--- src/rtl/display_pkg.sv ---
// Shared definitions for the framebuffer double-buffer controller:
// address field widths, controller state encoding and the default {row, col} address type.
package display_pkg;

    // Width of the row field for a given number of display rows.
    function automatic int row_width(input int rows);
        return (rows > 1) ? $clog2(rows) : 1;
    endfunction

    // Width of the column field for a given number of pixels per row.
    function automatic int col_width(input int columns);
        return (columns > 1) ? $clog2(columns) : 1;
    endfunction

    // Full pixel address width: {row, col}.
    function automatic int addr_width(input int rows, input int columns);
        return row_width(rows) + col_width(columns);
    endfunction

    typedef enum logic [1:0] {
        IDLE    = 2'd0,
        PENDING = 2'd1,
        CLEAR   = 2'd2
    } fb_state_e;

    localparam int DEF_ROWS    = 8;
    localparam int DEF_COLUMNS = 32;
    localparam int DEF_RW      = row_width(DEF_ROWS);
    localparam int DEF_CW      = col_width(DEF_COLUMNS);

    // Pixel address for the default panel size; row is the upper field.
    typedef struct packed {
        logic [DEF_RW-1:0] row;
        logic [DEF_CW-1:0] col;
    } fb_addr_t;

endpackage

--- src/rtl/fb_sweep_counter.sv ---
// Nested row/column address counter used to sweep a whole bank one pixel per cycle.
// start_i rewinds to {0,0}; step_i advances col first, then row; last_o flags the final pixel.
module fb_sweep_counter
    import display_pkg::*;
#(
    parameter int ROWS    = 8,
    parameter int COLUMNS = 32,
    localparam int RW     = row_width(ROWS),
    localparam int CW     = col_width(COLUMNS),
    localparam int AW     = RW + CW
) (
    input  logic          clk,
    input  logic          rst_n,
    input  logic          start_i,
    input  logic          step_i,
    output logic [AW-1:0] addr_o,
    output logic          last_o
);

    localparam logic [RW-1:0] ROW_LAST = RW'(ROWS - 1);
    localparam logic [CW-1:0] COL_LAST = CW'(COLUMNS - 1);

    logic [RW-1:0] row_q;
    logic [CW-1:0] col_q;

    // Row/column counter: rewind on start, otherwise advance one pixel per step.
    always_ff @(posedge clk or negedge rst_n) begin
        if (!rst_n) begin
            row_q <= '0;
            col_q <= '0;
        end else if (start_i) begin
            row_q <= '0;
            col_q <= '0;
        end else if (step_i) begin
            if (col_q == COL_LAST) begin
                col_q <= '0;
                row_q <= (row_q == ROW_LAST) ? '0 : row_q + 1'b1;
            end else begin
                col_q <= col_q + 1'b1;
            end
        end
    end

    assign addr_o = {row_q, col_q};
    assign last_o = (row_q == ROW_LAST) && (col_q == COL_LAST);

endmodule

--- src/rtl/framebuffer_swap_ctrl.sv ---
// Double-buffer controller between the renderer and the display driver.
// Renderer writes go to the back bank; a commit waits for the driver's safe_flip pulse,
// swaps banks, acknowledges, and optionally zero-fills the new back bank before reopening writes.
//
// Write handshake: a write transfers on a cycle where wr_valid && wr_ready are both high;
// wr_ready depends only on state (high in IDLE), never on wr_valid. Out-of-range addresses
// still transfer but produce no BRAM write.
module framebuffer_swap_ctrl
    import display_pkg::*;
#(
    parameter int ROWS       = 8,
    parameter int COLUMNS    = 32,
    parameter int BITDEPTH   = 8,
    parameter bit AUTO_CLEAR = 1'b1,
    localparam int RW        = row_width(ROWS),
    localparam int CW        = col_width(COLUMNS),
    localparam int AW        = RW + CW
) (
    input  logic                clk,
    input  logic                rst_n,
    input  logic                safe_flip,
    input  logic                wr_valid,
    output logic                wr_ready,
    input  logic [AW-1:0]       wr_addr,
    input  logic [BITDEPTH-1:0] wr_data,
    input  logic                commit_req,
    output logic                commit_ack,
    output logic                front_sel,
    output logic                fb_we,
    output logic                fb_bank,
    output logic [AW-1:0]       fb_waddr,
    output logic [BITDEPTH-1:0] fb_wdata,
    output logic                busy,
    output logic [15:0]         flip_count,
    output fb_state_e           state_dbg
);

    localparam int RW1 = RW + 1;
    localparam int CW1 = CW + 1;
    localparam logic [RW:0] ROWS_LIM = RW1'(ROWS);
    localparam logic [CW:0] COLS_LIM = CW1'(COLUMNS);

    fb_state_e             state_q;
    logic                  front_q;
    logic                  ack_q;
    logic                  we_q;
    logic                  bank_q;
    logic [AW-1:0]         waddr_q;
    logic [BITDEPTH-1:0]   wdata_q;
    logic [15:0]           count_q;

    logic                  in_range;
    logic                  sweep_start;
    logic                  sweep_step;
    logic [AW-1:0]         sweep_addr;
    logic                  sweep_last;

    assign in_range = ({1'b0, wr_addr[AW-1:CW]} < ROWS_LIM) &&
                      ({1'b0, wr_addr[CW-1:0]}  < COLS_LIM);

    // The sweep rewinds at the flip edge so the first CLEAR cycle targets {0,0}.
    assign sweep_start = (state_q == PENDING) && safe_flip;
    assign sweep_step  = (state_q == CLEAR);

    fb_sweep_counter #(
        .ROWS    (ROWS),
        .COLUMNS (COLUMNS)
    ) u_sweep (
        .clk     (clk),
        .rst_n   (rst_n),
        .start_i (sweep_start),
        .step_i  (sweep_step),
        .addr_o  (sweep_addr),
        .last_o  (sweep_last)
    );

    // Controller FSM with registered BRAM write port, ack pulse, bank select and flip counter.
    always_ff @(posedge clk or negedge rst_n) begin
        if (!rst_n) begin
            state_q <= IDLE;
            front_q <= 1'b0;
            ack_q   <= 1'b0;
            we_q    <= 1'b0;
            bank_q  <= 1'b1;
            waddr_q <= '0;
            wdata_q <= '0;
            count_q <= '0;
        end else begin
            ack_q <= 1'b0;
            we_q  <= 1'b0;
            case (state_q)
                IDLE: begin
                    if (wr_valid && in_range) begin
                        we_q    <= 1'b1;
                        bank_q  <= ~front_q;
                        waddr_q <= wr_addr;
                        wdata_q <= wr_data;
                    end
                    // A write in the commit cycle is still part of the committed frame.
                    if (commit_req) begin
                        state_q <= PENDING;
                    end
                end
                PENDING: begin
                    if (safe_flip) begin
                        front_q <= ~front_q;
                        ack_q   <= 1'b1;
                        count_q <= count_q + 16'd1;
                        state_q <= AUTO_CLEAR ? CLEAR : IDLE;
                    end
                end
                CLEAR: begin
                    // front_q already points at the new front, so ~front_q is the new back bank.
                    we_q    <= 1'b1;
                    bank_q  <= ~front_q;
                    waddr_q <= sweep_addr;
                    wdata_q <= '0;
                    if (sweep_last) begin
                        state_q <= IDLE;
                    end
                end
                default: state_q <= IDLE;
            endcase
        end
    end

    assign wr_ready   = (state_q == IDLE);
    assign busy       = (state_q != IDLE);
    assign commit_ack = ack_q;
    assign front_sel  = front_q;
    assign fb_we      = we_q;
    assign fb_bank    = bank_q;
    assign fb_waddr   = waddr_q;
    assign fb_wdata   = wdata_q;
    assign flip_count = count_q;
    assign state_dbg  = state_q;

endmodule

--- config.mk ---
export PLATFORM = sky130hd
export DESIGN_NAME = framebuffer_swap_ctrl
export DESIGN_NICKNAME = d
export VERILOG_FILES = /design/src/rtl/display_pkg.sv /design/src/rtl/fb_sweep_counter.sv /design/src/rtl/framebuffer_swap_ctrl.sv
export SDC_FILE = /design/constraint.sdc
export NUM_CORES = 1
export LEC_CHECK = 0
export ABC_AREA = 1
export CAP_MARGIN = 5
export CORE_MARGIN = 8
export CORE_UTILIZATION = 25
export DETAILED_ROUTE_END_ITERATION = 10
export PLACE_DENSITY = 0.45
export SYNTH_ARGS = -nofsm -noshare
export SYNTH_HDL_FRONTEND = slang
export SYNTH_SLANG_ARGS = --single-unit
--- constraint.sdc ---
create_clock -name clk -period 2.2 [get_ports clk]
set_input_delay 0.44 -clock clk [delete_from_list [all_inputs] [get_ports clk]]
set_output_delay 0.44 -clock clk [all_outputs]
set_load 0.01 [all_outputs]
## After elaboration in Yosys (flattened, before gate mapping)

Cells that the tools add are included.

- Memory bits (writable): 0
- Input port bits: 21
- Output and inout port bits: 40
- Memories kept: 0
- Bits in latches: 0
- Memory bits (read-only): 0
- Register bits after elaboration: 46
- Word-level logic and storage cells: 54

- $lt $le $gt $ge: 0
- Multipliers: 0
- Reductions and logical operators: 11
- Multiplexer cells: 21
- Shifts and indexed selects: 0
- Add/subtract/negate cells: 3
- Bitwise logic cells: 1
- Div/mod/pow operators: 0
- Equal/unequal tests: 8

Operators with widths:

| kind | count |
|---|---|
| 8-bit case mux with 2 select lines | 2 |
| 16-bit by 1-bit adder with 16-bit output (second input constant) | 1 |
| 8-bit two-way mux | 2 |
| 5-bit two-way mux | 3 |
| 3-bit two-way mux | 4 |
| 2-bit nonzero test | 4 |
| 2-bit two-way mux | 3 |
| 2-bit case mux with 3 select lines | 1 |
| 2-bit AND reduction | 3 |
| 5-bit by 1-bit adder with 5-bit output (second input constant) | 1 |
| 5-bit == test (second input constant) | 1 |
| 1-bit two-way mux | 4 |
| 2-bit by 1-bit != test with 1-bit output (second input constant) | 2 |
| 2-bit != test (second input constant) | 2 |
| 1-bit case mux with 2 select lines | 2 |
| 3-bit by 1-bit adder with 3-bit output (second input constant) | 1 |
| 3-bit == test (second input constant) | 1 |
| 3-bit AND reduction | 1 |
| 2-bit by 1-bit == test with 1-bit output (second input constant) | 1 |
| 2-bit == test (second input constant) | 1 |
| 1-bit logical AND | 2 |
| 2-bit logical NOT | 1 |
| 1-bit NOT | 1 |

## Logic depth before layout (Yosys ltp)

Gate-level depths: netlist (run 1).

- Depth in word-level cells: 5
- Depth in mapped cells: 9
- Depth with buffers taken out: 8

## By module

Synthesis (run 1) repeated with hierarchy kept, for this count alone.

- Cells, all modules: 252
- Area, all modules: 2,188.3 µm²

By module, submodules not included:

| module | area an instance (µm²) | cells each | instances | seq. area each (µm²) |
|---|---|---|---|---|
| framebuffer_swap_ctrl | 1,770.4 | 201 | 1 | 952.2 |
| fb_sweep_counter | 417.9 | 51 | 1 | 200.2 |

## Worst setup path after synthesis (run 1)

No wires, ideal clock.

- Path type: flip-flop to output port
- Start point: register state_q[0], in the netlist state_dbg[0]
- End point: output port wr_ready
- Data required time: 1.760 ns
- Cell stages (with the launch flop): 3
- Data arrival time: 0.920 ns
- Path slack: 0.840 ns
- Path buffers: 1
- Cells stage by stage: dfrtp_1 > nor2_1 > buf_2

- Longest elaborated chain between the ends: 1

Ends and longest elaborated chain:

| item | RTL line | text |
|---|---|---|
| from (decl) | framebuffer_swap_ctrl.sv:43 | `fb_state_e state_q;` |
| from (signal assigned) | framebuffer_swap_ctrl.sv:109 | `state_q <= AUTO_CLEAR ? CLEAR : IDLE;` |
| 2-bit logical NOT | framebuffer_swap_ctrl.sv:127 | `assign wr_ready = (state_q == IDLE);` |
| to (decl) | framebuffer_swap_ctrl.sv:23 | `output logic wr_ready,` |

No other way between the ends.

## Final worst setup path (run 1)

Ends and elaborated chain as after synthesis.

==> results.py, run 1 <==
metrics = {
    "critical_path": {
        "reg2reg_depth": 6,
        "start_kind": "flop",
        "required_ns": 1.76,
        "cp.arrival_ns": 1.62,
        "endpoint_kind": "output pin",
        "crit_chain": "nor2_1 > clkdlybuf4s50_1",
        "critPathMaxFanout": 5,
        "crit_buf_inv": 1,
        "critPathTopFamily": "buffers and inverters",
        "worst-path-stages": 2,
        "startpoint": "state_dbg[0]",
        "path_class": "reg -> out",
        "crit_path_max_incr_delay_ns": 0.60,
        "cp_slowest_cell": "clkdlybuf4s50_1",
        "r2r-start": "state_dbg[1]",
    },
    "sta": {
        "max_freq_mhz": 486,
        "timing.hold.ws_ns": 0.107,
        "tightest_slew_ns": 0.616,
        "rsz0062_at_grt": "no",
        "layout_min_cycle_time_ns": 2.06,
        "finalSetupTns_ns": 0,
        "finalMaxSlewViolations": 0,
        "relSlewSlack_pct": 58.9,
        "timing.final.crit_share_pct": 93.5,
        "layout_setup_ws_ns": 0.143,
        "setup_viol": 0,
        "finClkSkew_ns": 0.00319,
        "finalHoldViolCount": 0,
    },
    "synth": {
        "yosysSeqAreaShare_pct": 53.1,
        "syn_avg_cell_area_um2": 8.71,
        "yosysUniqueCellTypes": 25,
        "yosysTopAreaCell": "dfrtp_1",
        "mappedNetlistNets": 275,
        "syn_area_um2": 2170,
        "netlist_instances": 249,
        "synth_edf_count": 0,
        "synth.ff_latch_count": 46,
        "ys_top_cells_by_area": "dfrtp_1 52%, nand2_1 14%, nand3_1 4.8%, inv_1 4.0%, nor2_1 2.9%",
        "ys_warn_count": 0,
        "synthArstFlopShare_pct": 100,
        "synth_ff_type": "dfrtp_1",
        "synthDominantCellAreaShare_pct": 51.9,
    },
    "routing": {
        "drt_pass1_iterations": 4,
        "drc": 0,
        "routed_wirelength_um": 5790,
        "drt_first_iter_violations": 74,
        "vias_per_cell": 4.28,
        "drtAntennaViolNets": 0,
        "wl_met3_um": 377,
        "vias": 1827,
        "wl_met1_um": 3000,
        "routedWlPerCell_um": 13.6,
        "route.top_layer_used": "met4",
        "route.met2.wl_um": 2350,
    },
    "clock_tree": {
        "path_clk_slew_ns": 0.09,
        "cts_max_path_buffers": 2,
        "clk_latency_ns": 0.29,
        "cts.sinks": 46,
        "cts_buffers": 5,
        "post_cts_buffers": 0,
        "cts_root_buffer": "clkbuf_8",
        "cts_tree": "done",
        "cts_hold_buf": 0,
        "cts_max_level": 2,
        "cts_resized": 0,
    },
    "floorplan": {
        "die_w_um": 109,
        "row_count": 34,
        "die_h_um": 109,
        "die-area_um2": 11900,
        "start_util_pct": 25.4,
        "core_um2": 8550,
        "pin_count": 61,
    },
    "power": {
        "power_density_nw_per_um2": 1120,
        "ir_worst_vdd_mv": 0.448,
        "p_leak_nw": 1.41,
    },
    "run_status": {
        "outcome": "finished clean",
    },
    "place": {
        "finalWeightedCongestion": 0.776,
        "place_ws_ns": 0.274,
        "dp_hpwl_um": 4400,
        "io_buffers": 60,
    },
    "cells_and_area": {
        "fillers": 907,
        "final_cell_mix": "81 x nand2_1, 59 x clkdlybuf4s50_1, 45 x dfrtp_1",
        "n_antenna_cell": 0,
        "drive_gt1_share_pct": 8.78,
        "layout_commonest_cell": "nand2_1",
        "utilization_pct": 35.5,
        "syn_to_final_growth_pct": 39.7,
        "nNetsFinal": 344,
    },
    "hold_path": {
        "worstHoldPathType": "in -> async",
    },
    "job": {
        "drv_cap": 0,
    },
    "grt": {
        "antenna_found_initial": 0,
        "first_global_vias": 1842,
        "grt_overflow": 0,
        "grtUsageTotal_pct": 10.0,
        "grt_max_degree": 24,
        "grt_first_pass_wirelength_um": 9420,
    },
}
-- flip-flops by register name, indices dropped and copies added (netlist names) --
| signal | count |
|---|---|
| fb_bank | 1 |
| commit_ack | 1 |
| u_sweep.col_q | 5 |
| front_sel | 1 |
| fb_we | 1 |
| flip_count | 16 |
| state_dbg | 2 |
| fb_waddr | 8 |
| u_sweep.row_q | 3 |
| fb_wdata | 8 |
-- cells by family after synthesis --
family / Yosys count / synth area share (%)
adders and majority gates: 5 / 2.88
xor gates and xnor gates: 12 / 4.84
AOI/OAI and AO/OA: 21 / 6.57
and+or+nand+nor: 134 / 26.1
buffers and inverters: 31 / 6.52
DFF: 46 / 53.1
-- worst reg2reg max path: stages (launching register included) --
cell	delay [ns]
dfrtp_1	0.41
inv_1	0.09
nor2_2	0.49
inv_6	0.16
nand2_1	0.20
a21oi_1	0.09
nor3_1	0.15
-- cells in the mapped netlist, types with 2 or more instances --
master / count
nor2_1: 17
a21oi_1: 2
nand2_1: 81
o21ai_2: 5
xnor2_1: 6
o21ai_0: 9
buf_2: 4
ha_1: 5
buf_6: 2
xor2_1: 6
inv_1: 23
nand3_1: 21
nand4_1: 9
dfrtp_1: 45
nor3_1: 4
-- report_power, final --
part / switching, W / internal (W)
Sequential: 0.000203 / 0.00111
Clock: 0.000313 / 0.000339
Combinational: 0.000738 / 0.000705
Total: 0.00125 / 0.00215
-- final cells by class --
| cell class | instances | area (um2) | area share, % |
|---|---|---|---|
| flip-flops and latches | 46 | 1150 | 38.0 |
| multi-input cells | 172 | 876 | 28.9 |
| repair buffers | 68 | 656 | 21.6 |
| well taps | 108 | 135 | 4.46 |
| inverters | 25 | 98.8 | 3.26 |
| clock buffers | 5 | 68.8 | 2.27 |
| clock inverters | 3 | 45.0 | 1.49 |
-- worst paths after layout --
kind / endpoint / slack [ns]
min reg2reg: fb_wdata[7] / 0.48
max reg2reg: u_sweep.col_q[2] / 0.53
min in group clk: fb_wdata[7] / 0.48
max: wr_ready / 0.14
min: front_sel / 0.11
max in group asynchronous: fb_waddr[6] / 1.51
-- layer usage --
layer  vias up  GRT usage, %
met1       852          14.1
li1        933             -
met4         0          3.52
met3         2          2.72
met5         -             0
met2        40          14.3
-- metrics by stage --
step | instance area [um2] | total power [W] | instances
6_report | 3030 | 0.00341 | 427
5_1_grt | 3030 | 0.00366 | 427
4_1_cts | 3030 | 0.00347 | 427
3_5_place_dp | 2920 | 0.00280 | 419
3_3_place_gp | 2920 | 0.00279 | 419
2_1_floorplan | 2170 | 0.00202 | 249
(Power assumes the default switching activity.)
==> run 2, diff against run 1 <==
- CORE_MARGIN: 8 -> 2
==> run 2 against run 1 <==
Net effect: non-clock buffer count is 1 lower; hold slack better by 0.0062 ns; sequential cell count stayed put; register-to-register slack better by 0.14 ns.
==> results.py, run 2 (same netlist as run 1, synthesis figures left out) <==
metrics = {
    "clock_tree": {
        "path_clk_slew_ns": 0.09,
        "cts_buffers": 5,
        "cts_max_path_buffers": 2,
        "cts.sinks": 46,
        "post_cts_buffers": 0,
        "cts_root_buffer": "clkbuf_8",
        "cts_max_level": 2,
        "cts_hold_buf": 0,
        "cts_resized": 0,
        "clk_latency_ns": 0.30,
        "cts_tree": "done",
    },
    "grt": {
        "grtUsageTotal_pct": 11.7,
        "grt_use_met2_pct": 16.8,
        "grt_first_pass_wirelength_um": 8860,
        "grt_overflow": 0,
        "first_global_vias": 1768,
        "antenna_found_initial": 0,
        "grt_busiest_layer": "met1",
        "met1_usage_pct": 17.3,
        "grt_max_degree": 26,
        "grtUsageMet3_pct": 2.88,
    },
    "routing": {
        "routedWlPerCell_um": 12.5,
        "drc": 0,
        "drtAntennaViolNets": 0,
        "drt_pass1_iterations": 4,
        "vias": 1852,
        "vias_per_cell": 4.38,
        "routed_wirelength_um": 5290,
        "drt_first_iter_violations": 58,
    },
    "sta": {
        "finalSetupTns_ns": 0,
        "finClkSkew_ns": 0.00927,
        "layout_setup_ws_ns": 0.153,
        "layout_min_cycle_time_ns": 2.05,
        "relSlewSlack_pct": 63.8,
        "timing.final.crit_share_pct": 93.0,
        "max_freq_mhz": 488,
        "finalMaxSlewViolations": 0,
        "finalHoldViolCount": 0,
        "rsz0062_at_grt": "no",
        "tightest_slew_ns": 0.539,
        "setup_viol": 0,
    },
    "floorplan": {
        "start_util_pct": 26.1,
        "core_um2": 8300,
        "die-area_um2": 9440,
        "pin_count": 61,
        "die_w_um": 97.2,
        "die_h_um": 97.2,
        "row_count": 33,
    },
    "place": {
        "finalWeightedCongestion": 0.755,
        "place_ws_ns": 0.273,
        "dp.cells": 415,
        "dp_hpwl_um": 3960,
        "io_buffers": 60,
    },
    "critical_path": {
        "required_ns": 1.76,
        "crit_chain": "nor2_1 > clkdlybuf4s50_1",
        "endpoint_kind": "output pin",
        "cp.arrival_ns": 1.61,
        "crit_path_max_incr_delay_ns": 0.60,
        "path_class": "reg -> out",
        "start_kind": "flop",
        "critPathMaxFanout": 5,
        "cp_slowest_cell": "clkdlybuf4s50_1",
    },
    "power": {
        "power_density_nw_per_um2": 1100,
        "combPwrFrac_pct": 42.5,
        "power.internal_w": 0.00213,
        "p_seq_share_pct": 39.4,
        "p_leak_nw": 1.41,
        "ir_worst_vdd_mv": 0.349,
        "total_power_w": 0.00333,
        "net-switching-power_w": 0.00120,
        "p_sw_share_pct": 36.1,
        "clockPowerShare_pct": 18.0,
    },
    "cells_and_area": {
        "n_antenna_cell": 0,
        "largest_register_ff_count": 16,
        "nNetsFinal": 343,
        "fin_cells": 423,
        "layout_commonest_cell": "nand2_1",
        "drive_gt1_share_pct": 8.49,
        "final_cell_mix": "81 x nand2_1, 59 x clkdlybuf4s50_1, 45 x dfrtp_1",
        "syn_to_final_growth_pct": 39.6,
    },
    "run_status": {
        "outcome": "finished clean",
    },
    "hold_path": {
        "worstHoldPathType": "in -> async",
    },
    "job": {
        "drv_cap": 0,
    },
}
## run 2: path summary, 6_finish.rpt
kind | start | slack (ns) | endpoint | depth (start not counted)
min | rst_n | 0.11 | flip_count[1] | 1
max | state_dbg[0] | 0.15 | wr_ready | 2
max in group asynchronous | rst_n | 1.57 | flip_count[4] | 2
min reg2reg | fb_wdata[2] | 0.47 | fb_wdata[2] | 2
max reg2reg | u_sweep.col_q[0] | 0.67 | u_sweep.col_q[2] | 7
min in group clk | fb_wdata[2] | 0.47 | fb_wdata[2] | 2
## run 2: power by group through the flow
stage / clock network [W] / logic [W] / registers [W]
3_3_place_gp: 0 / 0.00144 / 0.00133
6_report: 0.000601 / 0.00142 / 0.00131
3_5_place_dp: 0 / 0.00144 / 0.00133
2_1_floorplan: 0 / 0.000625 / 0.00140
4_1_cts: 0.000636 / 0.00144 / 0.00132
5_1_grt: 0.000672 / 0.00157 / 0.00135
## run 2: area by class of cell
type / count / area, um2
inverters: 25 / 98.8
repair buffers: 67 / 661
flip-flops and latches: 46 / 1150
multi-input cells: 172 / 876
well taps: 105 / 131
clock buffers: 8 / 110
fillers: 866 / 5270
## run 2: per-stage QoR
step / utilization, % / cell area [um2] / hold slack (ns)
after floorplan: - / 2170 / 0.144
after global placement: 35.2 / 2920 / 0.459
after detailed placement: 35.2 / 2920 / 0.459
after CTS: 36.5 / 3030 / 0.124
after global routing: 36.5 / 3030 / 0.130
final: 36.5 / 3030 / 0.113
## run 2: per-layer routing
| layer | vias to the layer above | part of all wire, % |
|---|---|---|
| li1 | 932 | - |
| met1 | 871 | 52 |
| met2 | 44 | 42 |
| met3 | 5 | 4.5 |
| met4 | 0 | 1.4 |
| met5 | - | 0 |
## run 2: critical path: cells and delay by family, from the launching register on
family / cells / cell delay [ns]
AND/OR/NAND/NOR: 1 / 0.27
buffers and inverters: 1 / 0.60
flip-flops: 1 / 0.45
==> run 3, diff against run 2 <==
- PLACE_DENSITY: 0.45 -> not set
- PLACE_DENSITY_LB_ADDON: not set -> 0.08
- SLEW_MARGIN: not set -> 20
==> run 3 against run 2 <==
Net effect: global-route usage is 0.35 points higher; non-clock buffer count is 1 lower; wire length grew 1.9%; critical endpoint unchanged; clock skew increased by 0.0016 ns; sequential power barely moved.
==> results.py, run 3 (same netlist as run 1, synthesis figures left out) <==
metrics = {
    "run_status": {
        "outcome": "finished clean",
    },
    "cells_and_area": {
        "final_cell_mix": "81 x nand2_1, 59 x clkdlybuf4s50_1, 45 x dfrtp_1",
        "n_antenna_cell": 0,
        "nNetsFinal": 342,
        "syn_to_final_growth_pct": 37.8,
        "drive_gt1_share_pct": 7.89,
        "postLayoutCellArea_um2": 2990,
        "layout_commonest_cell": "nand2_1",
        "largest_register_ff_count": 16,
    },
    "critical_path": {
        "r2r_setup_slack_ns": 0.71,
        "cp.arrival_ns": 1.54,
        "startpoint": "state_dbg[0]",
        "required_ns": 1.76,
        "r2r-start": "state_dbg[0]",
        "path_class": "reg -> out",
        "crit_path_end": "wr_ready",
        "critPathMaxFanout": 5,
        "start_kind": "flop",
        "reg2reg_to": "fb_waddr[2]",
        "reg2reg_depth": 5,
        "endpoint_kind": "output pin",
    },
    "floorplan": {
        "start_util_pct": 26.1,
        "pin_count": 61,
        "core_um2": 8300,
        "die_w_um": 97.2,
        "row_count": 33,
        "die_h_um": 97.2,
        "die-area_um2": 9440,
    },
    "sta": {
        "relSlewSlack_pct": 59.4,
        "finalMaxSlewViolations": 0,
        "finClkSkew_ns": 0.0108,
        "layout_min_cycle_time_ns": 1.98,
        "timing.final.crit_share_pct": 90.2,
        "setup_viol": 0,
        "max_freq_mhz": 504,
        "tightest_slew_ns": 0.610,
        "finalHoldViolCount": 0,
        "rsz0062_at_grt": "no",
        "finalSetupTns_ns": 0,
    },
    "clock_tree": {
        "cts_root_buffer": "clkbuf_8",
        "clk_latency_ns": 0.30,
        "path_clk_slew_ns": 0.09,
        "cts_max_path_buffers": 2,
        "cts_buffers": 5,
        "post_cts_buffers": 0,
        "cts_resized": 0,
        "cts_hold_buf": 0,
        "cts_max_level": 2,
        "cts_tree": "done",
        "cts.sinks": 46,
    },
    "routing": {
        "drt_first_iter_violations": 72,
        "drt_pass1_iterations": 4,
        "routedWlPerCell_um": 12.8,
        "routed_wirelength_um": 5400,
        "drtAntennaViolNets": 0,
        "vias_per_cell": 4.38,
        "vias": 1848,
        "drc": 0,
    },
    "job": {
        "drv_cap": 0,
    },
    "power": {
        "p_leak_nw": 1.39,
        "power_density_nw_per_um2": 1090,
        "combPwrFrac_pct": 43.1,
        "p_seq_share_pct": 40.3,
        "net-switching-power_w": 0.00120,
        "power.internal_w": 0.00205,
        "p_sw_share_pct": 36.8,
        "ir_worst_vdd_mv": 0.462,
        "clockPowerShare_pct": 16.6,
    },
    "grt": {
        "grt_overflow": 0,
        "first_global_vias": 1872,
        "antenna_found_initial": 0,
        "grt_max_degree": 47,
        "grtUsageTotal_pct": 12.0,
        "grt_first_pass_wirelength_um": 9350,
    },
    "hold_path": {
        "worstHoldPathType": "in -> async",
    },
    "place": {
        "io_buffers": 60,
        "dp_hpwl_um": 3850,
        "placed_area_um2": 2900,
        "finalWeightedCongestion": 0.787,
    },
}
## run 3: worst min-delay path by stage
stage | slack (ns) | start | endpoint
floorplan | 0.14 | rst_n | commit_ack
global placement | 0.45 | fb_wdata[2] | fb_wdata[2]
detailed placement | 0.46 | fb_wdata[3] | fb_wdata[3]
CTS | 0.26 | rst_n | fb_we
global route | 0.27 | rst_n | fb_we
finish | 0.22 | rst_n | fb_we
## run 3: layout make-up
type,instances,area (um2)
sequential,46,1150
inverter,25,98.8
tap,105,131
fill,893,5310
clock buffer,7,86.3
timing repair buffer,66,641
clock inverter,1,5.00
multi-input combinational,172,876
## run 3: per-stage QoR
step / instances / util [%] / worst slack [ns] / hold slack, ns / total power (W)
final: 422 / 36.0 / 0.215 / 0.219 / 0.00325
after global routing: 422 / 36.0 / 0.0942 / 0.274 / 0.00351
after CTS: 422 / 36.0 / 0.176 / 0.260 / 0.00332
after detailed placement: 414 / 34.9 / 0.231 / 0.461 / 0.00275
after global placement: 414 / 34.9 / 0.284 / 0.455 / 0.00275
after floorplan: 249 / - / 0.840 / 0.144 / 0.00202
## run 3: critical path, stage by stage, from the launching register on
cell and delay (ns):
dfrtp_1 0.44, nor2_1 0.22, clkdlybuf4s50_1 0.58
## run 3: metal layers
layer	track usage (%)	up-vias	wire length, um
met5	0	-	0
met4	3.25	0	70
met3	3.60	5	268
met2	19.2	44	2410
met1	16.0	867	2650
li1	-	932	-
## run 3: power groups by stage
stage / logic (W) / registers, W / clock network (W)
after floorplan: 0.000625 / 0.00140 / 0
after global placement: 0.00142 / 0.00133 / 0
after detailed placement: 0.00143 / 0.00133 / 0
after CTS: 0.00144 / 0.00131 / 0.000571
after global routing: 0.00156 / 0.00135 / 0.000602
final: 0.00140 / 0.00131 / 0.000540
